File: src/rtl/fader_pkg.sv
// fader_pkg: shared channel state encoding and gain arithmetic
// for the stereo fader (unity derivation, signed sample scaling).
package fader_pkg;

    typedef enum logic [1:0] {
        CH_OFF     = 2'b00,
        CH_RISING  = 2'b01,
        CH_ON      = 2'b10,
        CH_FALLING = 2'b11
    } ch_state_e;

    function automatic int gain_max(input int gain_bits);
        return (1 << gain_bits) - 1;
    endfunction

    // Operands arrive sign/zero-extended to 32 bits, so a 64-bit
    // product is always wide enough and the shift floors toward -inf.
    function automatic logic signed [31:0] scale(
        input logic signed [31:0] held,
        input logic        [31:0] gain,
        input int                 gain_bits
    );
        logic signed [63:0] prod;
        if (gain == 32'(gain_max(gain_bits))) return held;
        if (gain == '0) return '0;
        prod = 64'(held) * $signed({32'd0, gain});
        return 32'(prod >>> gain_bits);
    endfunction

endpackage

File: src/rtl/stereo_fader_if.sv
// stereo_fader_if: player/MCU/codec side of the stereo fader.
// master drives samples, frame strobes and aural_state.
interface stereo_fader_if #(
    parameter int SAMPLE_WIDTH = 16
);
    logic [1:0]                     aural_state;
    logic                           new_frame;
    logic                           sample_valid;
    logic signed [SAMPLE_WIDTH-1:0] sample_in;
    logic signed [SAMPLE_WIDTH-1:0] left_out;
    logic signed [SAMPLE_WIDTH-1:0] right_out;
    logic                           ramping;

    modport master (
        output aural_state, new_frame, sample_valid, sample_in,
        input  left_out, right_out, ramping
    );

    modport slave (
        input  aural_state, new_frame, sample_valid, sample_in,
        output left_out, right_out, ramping
    );
endinterface

File: src/rtl/fader_channel.sv
// fader_channel: one gain ramp FSM, gain register and scaled output.
// FADER_ZERO_CROSS_EN defers steps to sample zero crossings.
import fader_pkg::*;

module fader_channel #(
    parameter int SAMPLE_WIDTH = 16,
    parameter int GAIN_BITS    = 8,
`ifdef FADER_ZERO_CROSS_EN
    parameter int ZC_TIMEOUT   = 64,
`endif
    parameter int RAMP_STEP    = 1
) (
    input  logic                           clk,
    input  logic                           reset_n,
    input  logic                           enable,
    input  logic                           new_frame,
    input  logic signed [SAMPLE_WIDTH-1:0] held,
    output logic signed [SAMPLE_WIDTH-1:0] sample_out,
    output logic                           ramp_next
);

    localparam logic [GAIN_BITS-1:0] GMAX =
        GAIN_BITS'(gain_max(GAIN_BITS));
    localparam logic [GAIN_BITS:0] STEP =
        (GAIN_BITS+1)'(RAMP_STEP);

    ch_state_e            state_q, state_d, dir_s;
    logic [GAIN_BITS-1:0] gain_q, gain_d;
    logic [GAIN_BITS:0]   up_sum, dn_diff;
    logic                 step_ok, step_en, ramp_dir;

    assign up_sum  = {1'b0, gain_q} + STEP;
    assign dn_diff = {1'b0, gain_q} - STEP;

    always_comb begin
        dir_s    = state_q;
        state_d  = state_q;
        gain_d   = gain_q;
        ramp_dir = 1'b0;
        step_en  = 1'b0;
        unique case (state_q)
            CH_OFF:     if (enable)  dir_s = CH_RISING;
            CH_ON:      if (!enable) dir_s = CH_FALLING;
            CH_RISING:  if (!enable) dir_s = CH_FALLING;
            CH_FALLING: if (enable)  dir_s = CH_RISING;
            default:    dir_s = CH_OFF;
        endcase
        ramp_dir = (dir_s == CH_RISING) || (dir_s == CH_FALLING);
        step_en  = new_frame && step_ok && ramp_dir;
        state_d  = dir_s;
        // Direction settles first; a step on the same edge follows it.
        if (step_en) begin
            if (dir_s == CH_RISING) begin
                gain_d = (up_sum > {1'b0, GMAX}) ?
                         GMAX : up_sum[GAIN_BITS-1:0];
                if (gain_d == GMAX) state_d = CH_ON;
            end else begin
                gain_d = dn_diff[GAIN_BITS] ?
                         '0 : dn_diff[GAIN_BITS-1:0];
                if (gain_d == '0) state_d = CH_OFF;
            end
        end
    end

    assign ramp_next = (state_d == CH_RISING) ||
                       (state_d == CH_FALLING);

`ifdef FADER_ZERO_CROSS_EN
    localparam int CW = (ZC_TIMEOUT > 1) ? $clog2(ZC_TIMEOUT) : 1;

    logic [CW-1:0] zc_cnt_q;
    logic          prev_neg_q;

    assign step_ok = (held == '0) ||
                     (held[SAMPLE_WIDTH-1] != prev_neg_q) ||
                     (zc_cnt_q == CW'(ZC_TIMEOUT - 1));

    always_ff @(posedge clk or negedge reset_n) begin
        if (!reset_n) begin
            zc_cnt_q   <= '0;
            prev_neg_q <= 1'b0;
        end else begin
            if (new_frame) prev_neg_q <= held[SAMPLE_WIDTH-1];
            if (!ramp_dir || step_en) zc_cnt_q <= '0;
            else if (new_frame)       zc_cnt_q <= zc_cnt_q + 1'b1;
        end
    end
`else
    assign step_ok = 1'b1;
`endif

    always_ff @(posedge clk or negedge reset_n) begin
        if (!reset_n) begin
            state_q    <= CH_OFF;
            gain_q     <= '0;
            sample_out <= '0;
        end else begin
            state_q <= state_d;
            gain_q  <= gain_d;
            if (new_frame)
                sample_out <= SAMPLE_WIDTH'(
                    scale(32'(held), 32'(gain_q), GAIN_BITS));
        end
    end

endmodule

File: src/rtl/stereo_fader.sv
// stereo_fader: click-free L/R gain ramps between player and codec.
// Define FADER_ZERO_CROSS_EN to align gain steps with zero crossings.
import fader_pkg::*;

module stereo_fader #(
    parameter int SAMPLE_WIDTH = 16,
    parameter int GAIN_BITS    = 8,
    parameter int RAMP_STEP    = 1,
    parameter int ZC_TIMEOUT   = 64
) (
    input  logic           clk,
    input  logic           reset_n,
    stereo_fader_if.slave  bus
);

    if (RAMP_STEP < 1 || RAMP_STEP > gain_max(GAIN_BITS) ||
        ZC_TIMEOUT < 1) begin : g_bad_cfg
        $error("stereo_fader: RAMP_STEP or ZC_TIMEOUT out of range");
    end

    logic signed [SAMPLE_WIDTH-1:0] held_q;
    logic                           l_ramp, r_ramp;
    logic                           ramping_q;

    always_ff @(posedge clk or negedge reset_n) begin
        if (!reset_n) begin
            held_q    <= '0;
            ramping_q <= 1'b0;
        end else begin
            if (bus.sample_valid) held_q <= bus.sample_in;
            ramping_q <= l_ramp | r_ramp;
        end
    end

    assign bus.ramping = ramping_q;

    fader_channel #(
        .SAMPLE_WIDTH (SAMPLE_WIDTH),
        .GAIN_BITS    (GAIN_BITS),
`ifdef FADER_ZERO_CROSS_EN
        .ZC_TIMEOUT   (ZC_TIMEOUT),
`endif
        .RAMP_STEP    (RAMP_STEP)
    ) u_left (
        .clk        (clk),
        .reset_n    (reset_n),
        .enable     (bus.aural_state[0]),
        .new_frame  (bus.new_frame),
        .held       (held_q),
        .sample_out (bus.left_out),
        .ramp_next  (l_ramp)
    );

    fader_channel #(
        .SAMPLE_WIDTH (SAMPLE_WIDTH),
        .GAIN_BITS    (GAIN_BITS),
`ifdef FADER_ZERO_CROSS_EN
        .ZC_TIMEOUT   (ZC_TIMEOUT),
`endif
        .RAMP_STEP    (RAMP_STEP)
    ) u_right (
        .clk        (clk),
        .reset_n    (reset_n),
        .enable     (bus.aural_state[1]),
        .new_frame  (bus.new_frame),
        .held       (held_q),
        .sample_out (bus.right_out),
        .ramp_next  (r_ramp)
    );

endmodule

File: src/flat_wrapper.sv
// flat-port wrapper written by rule: the top's interface ports become plain ports
module stereo_fader_flat 
#(
    parameter int SAMPLE_WIDTH = 16,
    parameter int GAIN_BITS    = 8,
    parameter int RAMP_STEP    = 1,
    parameter int ZC_TIMEOUT   = 64
)
  (clk, reset_n, bus_aural_state, bus_new_frame, bus_sample_valid, bus_sample_in, bus_left_out, bus_right_out, bus_ramping);
  stereo_fader_if #(.SAMPLE_WIDTH(SAMPLE_WIDTH)) bus_i ();
  input  logic clk;
  input  logic reset_n;
  input wire logic [$bits(bus_i.aural_state)-1:0] bus_aural_state;
  input wire logic [$bits(bus_i.new_frame)-1:0] bus_new_frame;
  input wire logic [$bits(bus_i.sample_valid)-1:0] bus_sample_valid;
  input wire logic [$bits(bus_i.sample_in)-1:0] bus_sample_in;
  output wire logic [$bits(bus_i.left_out)-1:0] bus_left_out;
  output wire logic [$bits(bus_i.right_out)-1:0] bus_right_out;
  output wire logic [$bits(bus_i.ramping)-1:0] bus_ramping;
  assign bus_i.aural_state = bus_aural_state;
  assign bus_i.new_frame = bus_new_frame;
  assign bus_i.sample_valid = bus_sample_valid;
  assign bus_i.sample_in = bus_sample_in;
  assign bus_left_out = bus_i.left_out;
  assign bus_right_out = bus_i.right_out;
  assign bus_ramping = bus_i.ramping;
  stereo_fader #(.SAMPLE_WIDTH(SAMPLE_WIDTH), .GAIN_BITS(GAIN_BITS), .RAMP_STEP(RAMP_STEP), .ZC_TIMEOUT(ZC_TIMEOUT)) u_core (.clk(clk), .reset_n(reset_n), .bus(bus_i));
endmodule
File: config.mk
export PLATFORM = sky130hd
export DESIGN_NAME = stereo_fader_flat
export DESIGN_NICKNAME = d
export VERILOG_FILES = /design/src/rtl/fader_pkg.sv /design/src/rtl/stereo_fader_if.sv /design/src/rtl/fader_channel.sv /design/src/rtl/stereo_fader.sv /design/src/flat_wrapper.sv
export SDC_FILE = /design/constraint.sdc
export NUM_CORES = 1
export LEC_CHECK = 0
export CAP_MARGIN = 20
export CORE_ASPECT_RATIO = 2
export CORE_MARGIN = 2
export CORE_UTILIZATION = 60
export DETAILED_ROUTE_END_ITERATION = 12
export DONT_BUFFER_PORTS = 1
export HOLD_SLACK_MARGIN = 0.02
export PLACE_DENSITY = 0.82
export SYNTH_ARGS = -nofsm -noshare
export SYNTH_HDL_FRONTEND = slang
export SYNTH_SLANG_ARGS = --single-unit
export TNS_END_PERCENT = 10
File: constraint.sdc
create_clock -name clk -period 7.1 [get_ports clk]
set_input_delay 0.71 -clock clk [delete_from_list [all_inputs] [get_ports clk]]
set_output_delay 0.71 -clock clk [all_outputs]
set_load 0.03 [all_outputs]
## After elaboration in Yosys (flattened, before gate mapping)

Cells that the tools add are included.

- Output and inout port bits: 33
- Word-level logic and storage cells: 89
- ROM bits: 0
- Latch bits: 0
- Input port bits: 22
- Bits in writable memories: 0
- Register bits: 69
- Memories kept: 0

- Shifts and indexed selects: 0
- Mux-type cells: 38
- Bitwise logic cells: 1
- Reductions and logical operators: 16
- Divide/modulo/power cells: 0
- Multipliers: 2
- Add/subtract/negate cells: 4
- $lt $le $gt $ge: 2
- Equal/unequal tests: 18

Operators with widths:

| operator | count |
|---|---|
| 2-to-1 mux 16 bit | 8 |
| multiplier 16 x 9 -> 24 bit | 2 |
| 2-to-1 mux 8 bit | 6 |
| equality test 8 bit (second input constant) | 4 |
| zero test 8 bit | 4 |
| 2-to-1 mux 2 bit | 12 |
| adder 8 x 1 -> 9 bit (second input constant) | 2 |
| > comparator 9 x 8 -> 1 bit (second input constant) | 2 |
| subtractor 8 x 1 -> 9 bit (second input constant) | 2 |
| equality test 2 bit (second input constant) | 8 |
| equality test 2 x 1 -> 1 bit (second input constant) | 6 |
| 2-to-1 mux 1 bit | 10 |
| case mux 2 bit (2 select lines) | 2 |
| OR reduction 2 bit | 4 |
| zero test 2 bit | 2 |
| logical OR 1 bit | 4 |
| logical AND 1 bit | 2 |
| bitwise OR 1 bit | 1 |

## Depth between registers and ports, before layout

Gate-level depths: netlist of run 1.

- Word-level depth: 10
- Mapped depth: 20
- Depth with buffers taken out: 18

## Hierarchy

A second synthesis of run 1 with hierarchy kept.

- Cell total of the unflattened synthesis: 1546
- Area, all modules: 13321.5 um^2

By module, submodules not included:

| module | times used | cells an instance | sequential area each (um^2) | area an instance (um^2) |
|---|---|---|---|---|
| fader_channel at u_core.u_right | 1 | 776 | 650.6 | 6480.0 |
| fader_channel at u_core.u_left | 1 | 734 | 650.6 | 6160.9 |
| stereo_fader | 1 | 36 | 425.4 | 680.7 |

## Worst setup path after synthesis of run 1

Ideal clock, no wire load.

- Kind: flip-flop to flip-flop
- Start: reg u_core.u_left.gain_q[2]
- End: reg u_core.u_left.sample_out[15]
- Library setup time: 0.071 ns
- Period minus slack after synthesis: 5.306 ns
- Data arrival time: 5.235 ns
- Required time: 7.029 ns
- Path buffers: 3
- Setup slack: 1.794 ns
- Stages on the path, launching flop included: 20
- Cell sequence: dfrtp_1 -> buf_2 -> clkbuf_1 -> clkbuf_1 -> nand2_1 -> fa_1 -> inv_1 -> fa_1 -> fa_1 -> inv_1 -> fa_1 -> inv_1 -> ha_1 -> a21o_1 -> a21o_1 -> a2111o_1 -> a31oi_1 -> a21bo_2 -> or4_1 -> nand4_1

- Cells in the longest elaborated chain, start to end: 6
- Elaborated cells between the ends (all ways): 11
- Classes of those cells: mul: 1; eq/ne: 1; mux: 8; reduce/logical: 1

Ends and longest elaborated chain:

| item | line | RTL |
|---|---|---|
| start: declaration | fader_channel.sv:28 | `logic [GAIN_BITS-1:0] gain_q, gain_d;` |
| start signal: assignment | fader_channel.sv:99 | `gain_q <= gain_d;` |
| branches (longest 5 deep; another with multiplier 16 x 9 -> 24 bit) | - |  |
| 2-to-1 mux 16 bit (*) | fader_pkg.sv:25 | `if (gain == '0) return '0;` |
| end signal: assignment | fader_channel.sv:101 | `sample_out <= SAMPLE_WIDTH'(` |
| end: declaration | fader_channel.sv:18 | `output logic signed [SAMPLE_WIDTH-1:0] sample_out,` |

Every way passes the cells marked *. The select of a mux whose other input is x is not followed.
A chain may end at the register's enable or synchronous reset.

## Worst setup path in the final report of run 1

- Start: reg u_core.held_q[7]
- End: reg u_core.u_left.sample_out[15]

- Cells in the longest elaborated chain, start to end: 3

Ends and longest elaborated chain:

| item | line | RTL |
|---|---|---|
| start: declaration | stereo_fader.sv:21 | `logic signed [SAMPLE_WIDTH-1:0] held_q;` |
| start signal: assignment | stereo_fader.sv:30 | `if (bus.sample_valid) held_q <= bus.sample_in;` |
| multiplier 16 x 9 -> 24 bit | fader_pkg.sv:26 | `prod = 64'(held) * $signed({32'd0, gain});` |
| 2-to-1 mux 16 bit | fader_pkg.sv:26 |  |
| 2-to-1 mux 16 bit | fader_pkg.sv:25 |  |

Every way passes these cells.

==> results of run 1 <==
-- area by class of cell --
class	count	area [µm²]
fillers	1790	7870
repair buffers	5	37.5
flip-flops and latches	69	1730
clock buffers	9	225
diodes	3	7.51
multi-input cells	1056	9580
inverters	306	1150
well taps	269	337
clock inverters	6	88.8
-- per-layer routing --
metal | up-vias | share of wire [%] | GRT usage, %
met4 | 0 | 6.7 | 20.8
met2 | 433 | 55 | 55.8
met5 | - | 0 | 0
li1 | 4635 | - | -
met3 | 154 | 6.1 | 4.07
met1 | 5181 | 32 | 29.9
-- cell usage after synthesis (4+ instances only) --
library cell,count
o41ai_1,4
o21ai_0,52
or3_1,4
inv_1,306
dfrtp_1,69
a22oi_1,16
a21o_1,13
ha_1,92
a41oi_1,6
buf_1,7
a31oi_1,16
nor2b_1,6
buf_2,5
o21ai_1,6
o211ai_1,4
and3_1,6
o21a_1,6
and4_1,5
nor2_1,54
nand2_1,199
a211oi_1,5
nand2b_1,12
a21oi_1,55
nor4_1,4
fa_1,198
o221ai_1,9
xnor2_1,27
mux2_2,16
nor3b_1,5
xor2_1,17
and2_1,117
nand3_1,25
nor3_1,6
clkbuf_1,79
nand4_1,11
-- layout by cell type, fill, tap and decap left out, drive strengths merged, types with 12 or more instances in the layout --
cell type and count:
inv 306, nand2 199, a31oi 16, and2 117, nor2 54, a21oi 55
fa 198, a21o 13, xnor2 27, nand2b 12, ha 92, mux2 16
a22oi 16, o21ai 58, xor2 17, dfrtp 69, nand3 26
-- cell families after synthesis --
family                   Yosys count  synth area share [%]
multiplexers                      19                  1.64
AND/OR/NAND/NOR                  475                  18.4
XOR/XNOR                          44                  3.00
adder cells (fa/ha/maj)          290                  39.8
AO/OA/AOI/OAI                    228                  11.7
flip-flops                        69                  13.4
buffers and inverters            400                  12.0
-- state kept, by name, indices dropped and copies added, names as in the netlist --
name                       flops
u_core.u_left.gain_q           8
u_core.bus.ramping             1
u_core.u_right.gain_q          8
u_core.u_right.sample_out     16
u_core.u_left.state_q          2
u_core.held_q                 16
u_core.u_right.state_q         2
u_core.u_left.sample_out      16
-- stage by stage --
stage	util [%]	cells	cell area, µm²	hold WS (ps)	setup WS [ps]
floorplan	-	1525	12800	414	1790
global placement	61.0	1705	12800	417	1710
detailed placement	61.0	1705	12800	416	1530
CTS	62.5	1720	13100	26.8	1520
global route	62.6	1723	13200	24.9	1260
finish	62.6	1723	13200	30.6	1480
-- critical path, stage by stage (launching register included) --
cell	delay (ps)
dfrtp_1	840
nand2_1	220
fa_1	590
inv_1	60
fa_1	500
inv_1	50
fa_1	530
inv_1	50
fa_1	480
ha_1	250
or3_1	380
a41oi_1	280
o221a_1	390
nor3_2	90
a21bo_2	240
or4_1	470
nand4_1	100
-- final timing paths --
kind,depth (start not counted),endpoint,slack [ps]
max in group asynchronous,0,u_core.u_left.sample_out[11],6940
worst min register to register,3,u_core.u_left.state_q[1],680
worst max-delay path,16,u_core.u_left.sample_out[15],1480
worst max register to register,16,u_core.u_left.sample_out[15],1480
min in group clk,1,u_core.u_left.sample_out[1],460
worst min-delay path,0,u_core.held_q[1],30
==> flow_metrics.env, run 1 <==
export IMPL_outcome="completed"
export IMPL_final_hold_viol_count=0
export IMPL_dieArea_um2=22700
export IMPL_max_freq_ghz=0.178
export IMPL_synth_nets=1837
export IMPL_synth_top_area_share_pct=30.9
export IMPL_ys_seq_area_share_pct=13.4
export IMPL_synthFlopType="dfrtp_1"
export IMPL_setup_tns_ps=0
export IMPL_cts_buffers=9
export IMPL_worstPathRequired_ps=7400
export IMPL_grt_overflow=0
export IMPL_drv_cap=0
export IMPL_cts_tree="built"
export IMPL_num_vias=10400
export IMPL_yosysWarnings=0
export IMPL_drt_iter0_markers=615
export IMPL_postCtsHoldBufs=0
export IMPL_tightest_slew_ps=1040
export IMPL_async_flop_share_pct=100
export IMPL_grt_max_degree=76
export IMPL_wire_per_inst_um=18.6
export IMPL_fin_nets=1759
export IMPL_path_max_fanout=19
export IMPL_yosysTopAreaCell="fa_1"
export IMPL_synthCells=1525
export IMPL_fin_skew_ps=7.53
export IMPL_grt_pass1_vias=11200
export IMPL_rsz0062_at_grt="no"
export IMPL_core_rowCount=75
export IMPL_post_cts_buffers=0
export IMPL_grt_antenna_before_repair=3
export IMPL_clock_latency_ps=370
export IMPL_crit_start="u_core.held_q[7]"
export IMPL_startpoint_type="flip-flop"
export IMPL_cts_buffer_depth=2
export IMPL_drive_gt1_share_pct=3.45
export IMPL_hpwl_mm=24.4
export IMPL_root_buffer="clkbuf_16"
export IMPL_cts_resized=0
export IMPL_clk_pin_slew_ps=60
export IMPL_max_slew_margin_pct=30.9
export IMPL_setup_viol=0
export IMPL_period_share_pct=79.2
export IMPL_worstSetupPathType="flip-flop to flip-flop"
export IMPL_synth_distinct_cells=80
export IMPL_pin_count=55
export IMPL_synth_area_leaders="fa_1 (31%), dfrtp_1 (13%), ha_1 (9.0%), inv_1 (8.9%), nand2_1 (5.8%)"
export IMPL_cts_sinks=69
export IMPL_synth_avg_cell_area_um2=8.42
export IMPL_start_util_pct=61.1
export IMPL_r2r_start="u_core.held_q[7]"
export IMPL_final_max_slew_viol_count=0
export IMPL_port_buffers=0
export IMPL_layout_min_cycle_time_ps=5620
export IMPL_die_h_um=211
export IMPL_gp_congestion=1.01
export IMPL_drt_wl_total_mm=32.1
export IMPL_synthToLayoutAreaGrowth_pct=2.43
export IMPL_synth_seq_cells=69
export IMPL_hold_class="input pin to async pin"
export IMPL_via_per_inst=6.04
export IMPL_track_usage_pct=30.0
export IMPL_cp_arrival_ps=5920
export IMPL_grt_pass1_wl_mm=52.6
export IMPL_core_area_um2=21000
export IMPL_drc=0
export IMPL_firstDrtPassIters=5
export IMPL_synth_area_um2=12800
export IMPL_ant_nets=0
export IMPL_h_tree_depth=3
export IMPL_synth_edf_count=0
export IMPL_critPathCaptureType="flip-flop"
export IMPL_die_x_um=107
Power of run 1 is not shown: default switching activity piles up to over one toggle a cycle in this logic, so the estimate is an artifact.
==> run 2: changes to the inputs <==
==> constraint.sdc (replaced) <==
create_clock -name clk -period 5.6 [get_ports clk]
set_input_delay 0.56 -clock clk [delete_from_list [all_inputs] [get_ports clk]]
set_output_delay 0.56 -clock clk [all_outputs]
set_load 0.03 [all_outputs]
==> run 2 against run 1 <==
Critical path type unchanged. Setup slack worse by 1200 ps. Flip-flop and latch count unchanged. Core utilization increased by 1.4 points. Critical endpoint unchanged. Maximum frequency grew 5.5%.
==> flow_metrics.env, run 2 (synthesis gave the netlist of run 1 again) <==
export IMPL_worstPathCellList="and2_1 -> fa_1 -> fa_1 -> inv_1 -> fa_1 -> inv_1 -> fa_1 -> ha_1 -> or3_1 -> a41oi_1 -> o221a_1 -> nor3_2 -> a21bo_2 -> or4_1 -> nand4_1"
export IMPL_track_usage_pct=31.3
export IMPL_ant_nets=0
export IMPL_clk_pin_slew_ps=70
export IMPL_port_buffers=0
export IMPL_fin_skew_ps=13.0
export IMPL_gp_congestion=1.03
export IMPL_clock_latency_ps=370
export IMPL_slowest_delay_ps=640
export IMPL_r2r_cells=15
export IMPL_dieArea_um2=22700
export IMPL_wire_per_inst_um=18.9
export IMPL_h_tree_depth=3
export IMPL_cp_depth=15
export IMPL_drt_wl_total_mm=33.3
export IMPL_max_freq_ghz=0.188
export IMPL_rr_endpoint="u_core.u_left.sample_out[15]"
export IMPL_firstDrtPassIters=6
export IMPL_grt_antenna_before_repair=3
export IMPL_grt_overflow=0
export IMPL_synthToLayoutAreaGrowth_pct=4.71
export IMPL_r2r_start="u_core.u_left.gain_q[4]"
export IMPL_grt_pass1_vias=11500
export IMPL_cts_tree="built"
export IMPL_post_cts_buffers=0
export IMPL_via_per_inst=5.98
export IMPL_core_rowCount=75
export IMPL_grt_pass1_wl_mm=55.0
export IMPL_worstSetupPathType="flip-flop to flip-flop"
export IMPL_max_slew_margin_pct=47.1
export IMPL_grt_max_degree=76
export IMPL_die_h_um=211
export IMPL_period_share_pct=95.2
export IMPL_drive_gt1_share_pct=5.91
export IMPL_cts_sinks=69
export IMPL_start_util_pct=61.1
export IMPL_outcome="completed"
export IMPL_drt_iter0_markers=536
export IMPL_hpwl_mm=26.1
export IMPL_finalNonFillerCells=1761
export IMPL_setup_tns_ps=0
export IMPL_path_max_fanout=19
export IMPL_num_vias=10500
export IMPL_cp_buffers_inverters=2
export IMPL_die_x_um=107
export IMPL_path_common_cell="fa_1"
export IMPL_top_regs="u_core.held_q: 16 flops, u_core.u_left.sample_out: 16 flops, u_core.u_right.sample_out: 16 flops"
export IMPL_root_buffer="clkbuf_16"
export IMPL_worstPathRequired_ps=5900
export IMPL_final_hold_viol_count=0
export IMPL_fin_nets=1796
export IMPL_pin_count=55
export IMPL_startpoint_type="flip-flop"
export IMPL_critPathCaptureType="flip-flop"
export IMPL_layout_min_cycle_time_ps=5330
export IMPL_core_area_um2=21000
export IMPL_hold_class="input pin to async pin"
export IMPL_drc=0
export IMPL_cp_arrival_ps=5630
export IMPL_rrSetupSlack_ps=270
export IMPL_slowest_stage="dfrtp_1"
export IMPL_dp_cells=1741
export IMPL_rsz0062_at_grt="no"
export IMPL_critical_path_top_delay_family="adder cells"
export IMPL_cts_buffer_depth=2
export IMPL_final_common_cell="inv_1"
export IMPL_setup_viol=0
export IMPL_final_cell_mix="inv_1 (306), nand2_1 (199), fa_1 (198)"
export IMPL_tightest_slew_ps=794
export IMPL_final_max_slew_viol_count=0
export IMPL_cts_buffers=9
export IMPL_drv_cap=0
run 2: changes by cell type in the layout (fill, tap and decap cells not counted), sizes merged:
| cell | before | now |
|---|---|---|
| bufinv | 2 | 1 |
| inv | 306 | 307 |
| buf | 5 | 42 |
| clkbuf | 9 | 10 |
run 2: worst register-to-register path, delay by kind of cell (launching register included):
kind	cells	cell delay, ps
adder cells (fa/ha/maj)	5	2220
AND/OR/NAND/NOR	5	1350
flip-flops	1	640
AO/OA/AOI/OAI	3	940
buffers and inverters	2	100
run 2: how the worst max path moves through the flow:
stage                                  startpoint                            to  slack [ps]
after floorplan           u_core.u_left.gain_q[2]  u_core.u_left.sample_out[15]         290
after global placement    u_core.u_left.gain_q[4]  u_core.u_left.sample_out[15]         400
after detailed placement  u_core.u_left.gain_q[4]  u_core.u_left.sample_out[15]         290
after CTS                 u_core.u_left.gain_q[4]  u_core.u_left.sample_out[15]         300
after global routing      u_core.u_left.gain_q[1]  u_core.u_left.sample_out[15]          70
final                     u_core.u_left.gain_q[4]  u_core.u_left.sample_out[15]         270
run 2: layout make-up:
type                            count  area [µm²]
Clock buffer                       10         239
Inverter                          306        1150
Fill cell                        1734        7580
Multi-Input combinational cell   1056        9580
Sequential cell                    69        1730
Antenna cell                        3        7.51
Clock inverter                      6        71.3
Timing Repair Buffer               42         335
Tap cell                          269         337
run 2: routing by layer:
layer  track usage [%]  share of wire (%)  vias to the layer above
met5                 0                  0                        -
met4              22.4                7.6                        0
met3              4.35                5.6                      168
met2              57.3                 54                      444
met1              31.8                 32                     5204
li1                  -                  -                     4708
run 2: through the flow:
stage / hold WS [ps] / utilization (%) / worst slack (ps) / area, µm²
after floorplan: 264 / - / 294 / 12800
after global placement: 266 / 62.3 / 399 / 13100
after detailed placement: 267 / 62.3 / 292 / 13100
after CTS: 94.1 / 63.9 / 297 / 13400
after global routing: 100 / 64.0 / 66.9 / 13400
final: 54.9 / 64.0 / 271 / 13400
run 2: timing repair:
item / 4_1_cts / 5_1_grt
endpoints found under the setup margin: 0 / 1
hold endpoints to repair: 69 / 0
hold buffers: 1 / 0
resized for setup: 0 / 1
Power of run 2 is left out for the same reason.
==> run 3: changes to the inputs <==
--- a/config.mk
+++ b/config.mk
@@ -7,10 +7,10 @@
 export LEC_CHECK = 0
 export CAP_MARGIN = 20
 export CORE_ASPECT_RATIO = 2
-export CORE_MARGIN = 2
 export CORE_UTILIZATION = 60
 export DETAILED_ROUTE_END_ITERATION = 12
 export DONT_BUFFER_PORTS = 1
+export GPL_TIMING_DRIVEN = 0
 export HOLD_SLACK_MARGIN = 0.02
 export PLACE_DENSITY = 0.82
 export SYNTH_ARGS = -nofsm -noshare
==> run 3 against run 2 <==
Count of clock-buffer cells in the layout increased by 1. Critical endpoint unchanged. Maximum frequency decreased by 2.2%. First-iteration DRC count increased by 39%. Wire length increased by 8.9%. Setup slack worse by 120 ps. Register-to-register slack got worse by 120 ps. Core utilization increased by 0.69 points. Die area shrank 2.8%. Cell count increased by 1.6%. Clock skew down 1.3 ps. Worst hold slack better by 9.7 ps.
==> flow_metrics.env, run 3 (synthesis gave the netlist of run 1 again) <==
export IMPL_startpoint_type="flip-flop"
export IMPL_grt_overflow=0
export IMPL_num_vias=10800
export IMPL_ant_nets=0
export IMPL_h_tree_depth=3
export IMPL_hpwl_mm=28.7
export IMPL_core_rowCount=75
export IMPL_worstSetupPathType="flip-flop to flip-flop"
export IMPL_worstPathCellList="clkbuf_2 -> nand2_1 -> fa_1 -> inv_1 -> fa_1 -> inv_1 -> fa_1 -> inv_1 -> fa_1 -> ha_1 -> or3_1 -> a41oi_2 -> o221a_4 -> nor3_2 -> a21bo_2 -> or4_1 -> nand4_1"
export IMPL_outcome="completed"
export IMPL_die_h_um=209
export IMPL_slowest_delay_ps=650
export IMPL_fin_skew_ps=11.7
export IMPL_hold_class="input pin to async pin"
export IMPL_port_buffers=0
export IMPL_cp_buffers_inverters=4
export IMPL_synthToLayoutAreaGrowth_pct=5.84
export IMPL_die_x_um=105
export IMPL_multi_input_area_um2=9650
export IMPL_grt_max_degree=70
export IMPL_tightest_slew_ps=972
export IMPL_grt_pass1_wl_mm=58.5
export IMPL_grt_antenna_before_repair=0
export IMPL_max_freq_ghz=0.184
export IMPL_path_common_cell="fa_1"
export IMPL_track_usage_pct=35.2
export IMPL_grt_pass1_vias=11800
export IMPL_cts_sinks=69
export IMPL_ff_latch_area_um2=1740
export IMPL_top_regs="u_core.held_q: 16 flops, u_core.u_left.sample_out: 16 flops, u_core.u_right.sample_out: 16 flops"
export IMPL_wire_per_inst_um=20.3
export IMPL_final_common_cell="inv_1"
export IMPL_gp_congestion=0.951
export IMPL_drc=0
export IMPL_clk_pin_slew_ps=60
export IMPL_clock_latency_ps=370
export IMPL_cp_arrival_ps=5740
export IMPL_finalInstanceArea_um2=13600
export IMPL_place_area_um2=13200
export IMPL_r2r_cells=17
export IMPL_root_buffer="clkbuf_16"
export IMPL_cts_tree="built"
export IMPL_firstDrtPassIters=7
export IMPL_drt_wl_total_mm=36.3
export IMPL_fill_cells=1758
export IMPL_cts_buffers=9
export IMPL_period_share_pct=97.2
export IMPL_start_util_pct=61.1
export IMPL_path_max_fanout=10
export IMPL_pin_count=55
export IMPL_layout_min_cycle_time_ps=5450
export IMPL_drv_cap=0
export IMPL_critical_path_top_delay_family="adder cells"
export IMPL_dieArea_um2=22000
export IMPL_final_max_slew_viol_count=0
export IMPL_drt_iter0_markers=747
export IMPL_fin_nets=1827
export IMPL_worstPathRequired_ps=5890
export IMPL_critPathCaptureType="flip-flop"
export IMPL_core_area_um2=21000
export IMPL_cp_depth=17
export IMPL_max_slew_margin_pct=35.2
export IMPL_via_per_inst=6.05
export IMPL_cts_buffer_depth=2
export IMPL_setup_viol=0
export IMPL_slowest_stage="dfrtp_1"
export IMPL_final_hold_viol_count=0
export IMPL_final_cell_mix="inv_1 (306), nand2_1 (199), fa_1 (197)"
export IMPL_drive_gt1_share_pct=7.44
==> run 3: cell count changes in the layout (fill, tap and decap cells not counted), moves of 4 or more <==
cell / before / now
buf_2: 0 / 4
buf_4: 41 / 7
buf_6: 0 / 4
clkbuf_1: 0 / 23
clkbuf_2: 0 / 22
clkbuf_4: 0 / 9
dfrtp_1: 68 / 58
dfrtp_2: 1 / 11
==> run 3: area by class of cell <==
class | instances | share of cell area (%)
Antenna cell | 1 | 0.0184
Buffer | 71 | 2.98
Clock buffer | 11 | 1.79
Clock inverter | 4 | 0.184
Inverter | 306 | 8.45
Multi-Input combinational cell | 1056 | 71.0
Sequential cell | 69 | 12.8
Tap cell | 269 | 2.48
Timing Repair Buffer | 2 | 0.258
==> run 3: worst paths after layout <==
| kind | startpoint | to | slack [ps] |
|---|---|---|---|
| worst min-delay path | reset_n | u_core.u_left.gain_q[4] | 60 |
| worst min register to register | u_core.u_right.gain_q[2] | u_core.u_right.gain_q[2] | 630 |
| worst max-delay path | u_core.held_q[5] | u_core.u_left.sample_out[15] | 150 |
| worst max register to register | u_core.held_q[5] | u_core.u_left.sample_out[15] | 150 |
| min in group clk | bus_sample_in[4] | u_core.held_q[4] | 340 |
| max in group asynchronous | reset_n | u_core.held_q[8] | 5140 |
==> run 3: what timing repair did <==
item / in CTS / in global routing
hold endpoints to repair: 69 / 0
pin swaps: 0 / 2
gates resized for setup: 47 / 59
hold buffers: 1 / 0
setup buffers: 0 / 1
endpoints found under the setup margin: 28 / 17
gates cloned: 0 / 0
==> run 3: per-stage QoR <==
step                hold WS (ps)  instances  TNS (ps)  utilization, %  worst slack [ps]
detailed placement           266       1794    -10210            62.7              -905
finish                      64.5       1789         0            64.6               154
floorplan                    264       1525         0               -               294
CTS                         89.5       1797     -27.2            64.2             -18.5
global placement             266       1794     -9570            62.7              -964
global route                99.0       1788     -18.6            64.6             -18.6
==> run 3: metal layers <==
metal | global-route usage (%) | part of all wire (%)
met1 | 35.0 | 33
met2 | 63.6 | 53
met3 | 5.12 | 6.6
met4 | 29.2 | 7.8
met5 | 0 | 0
Power of run 3 is left out for the same reason.
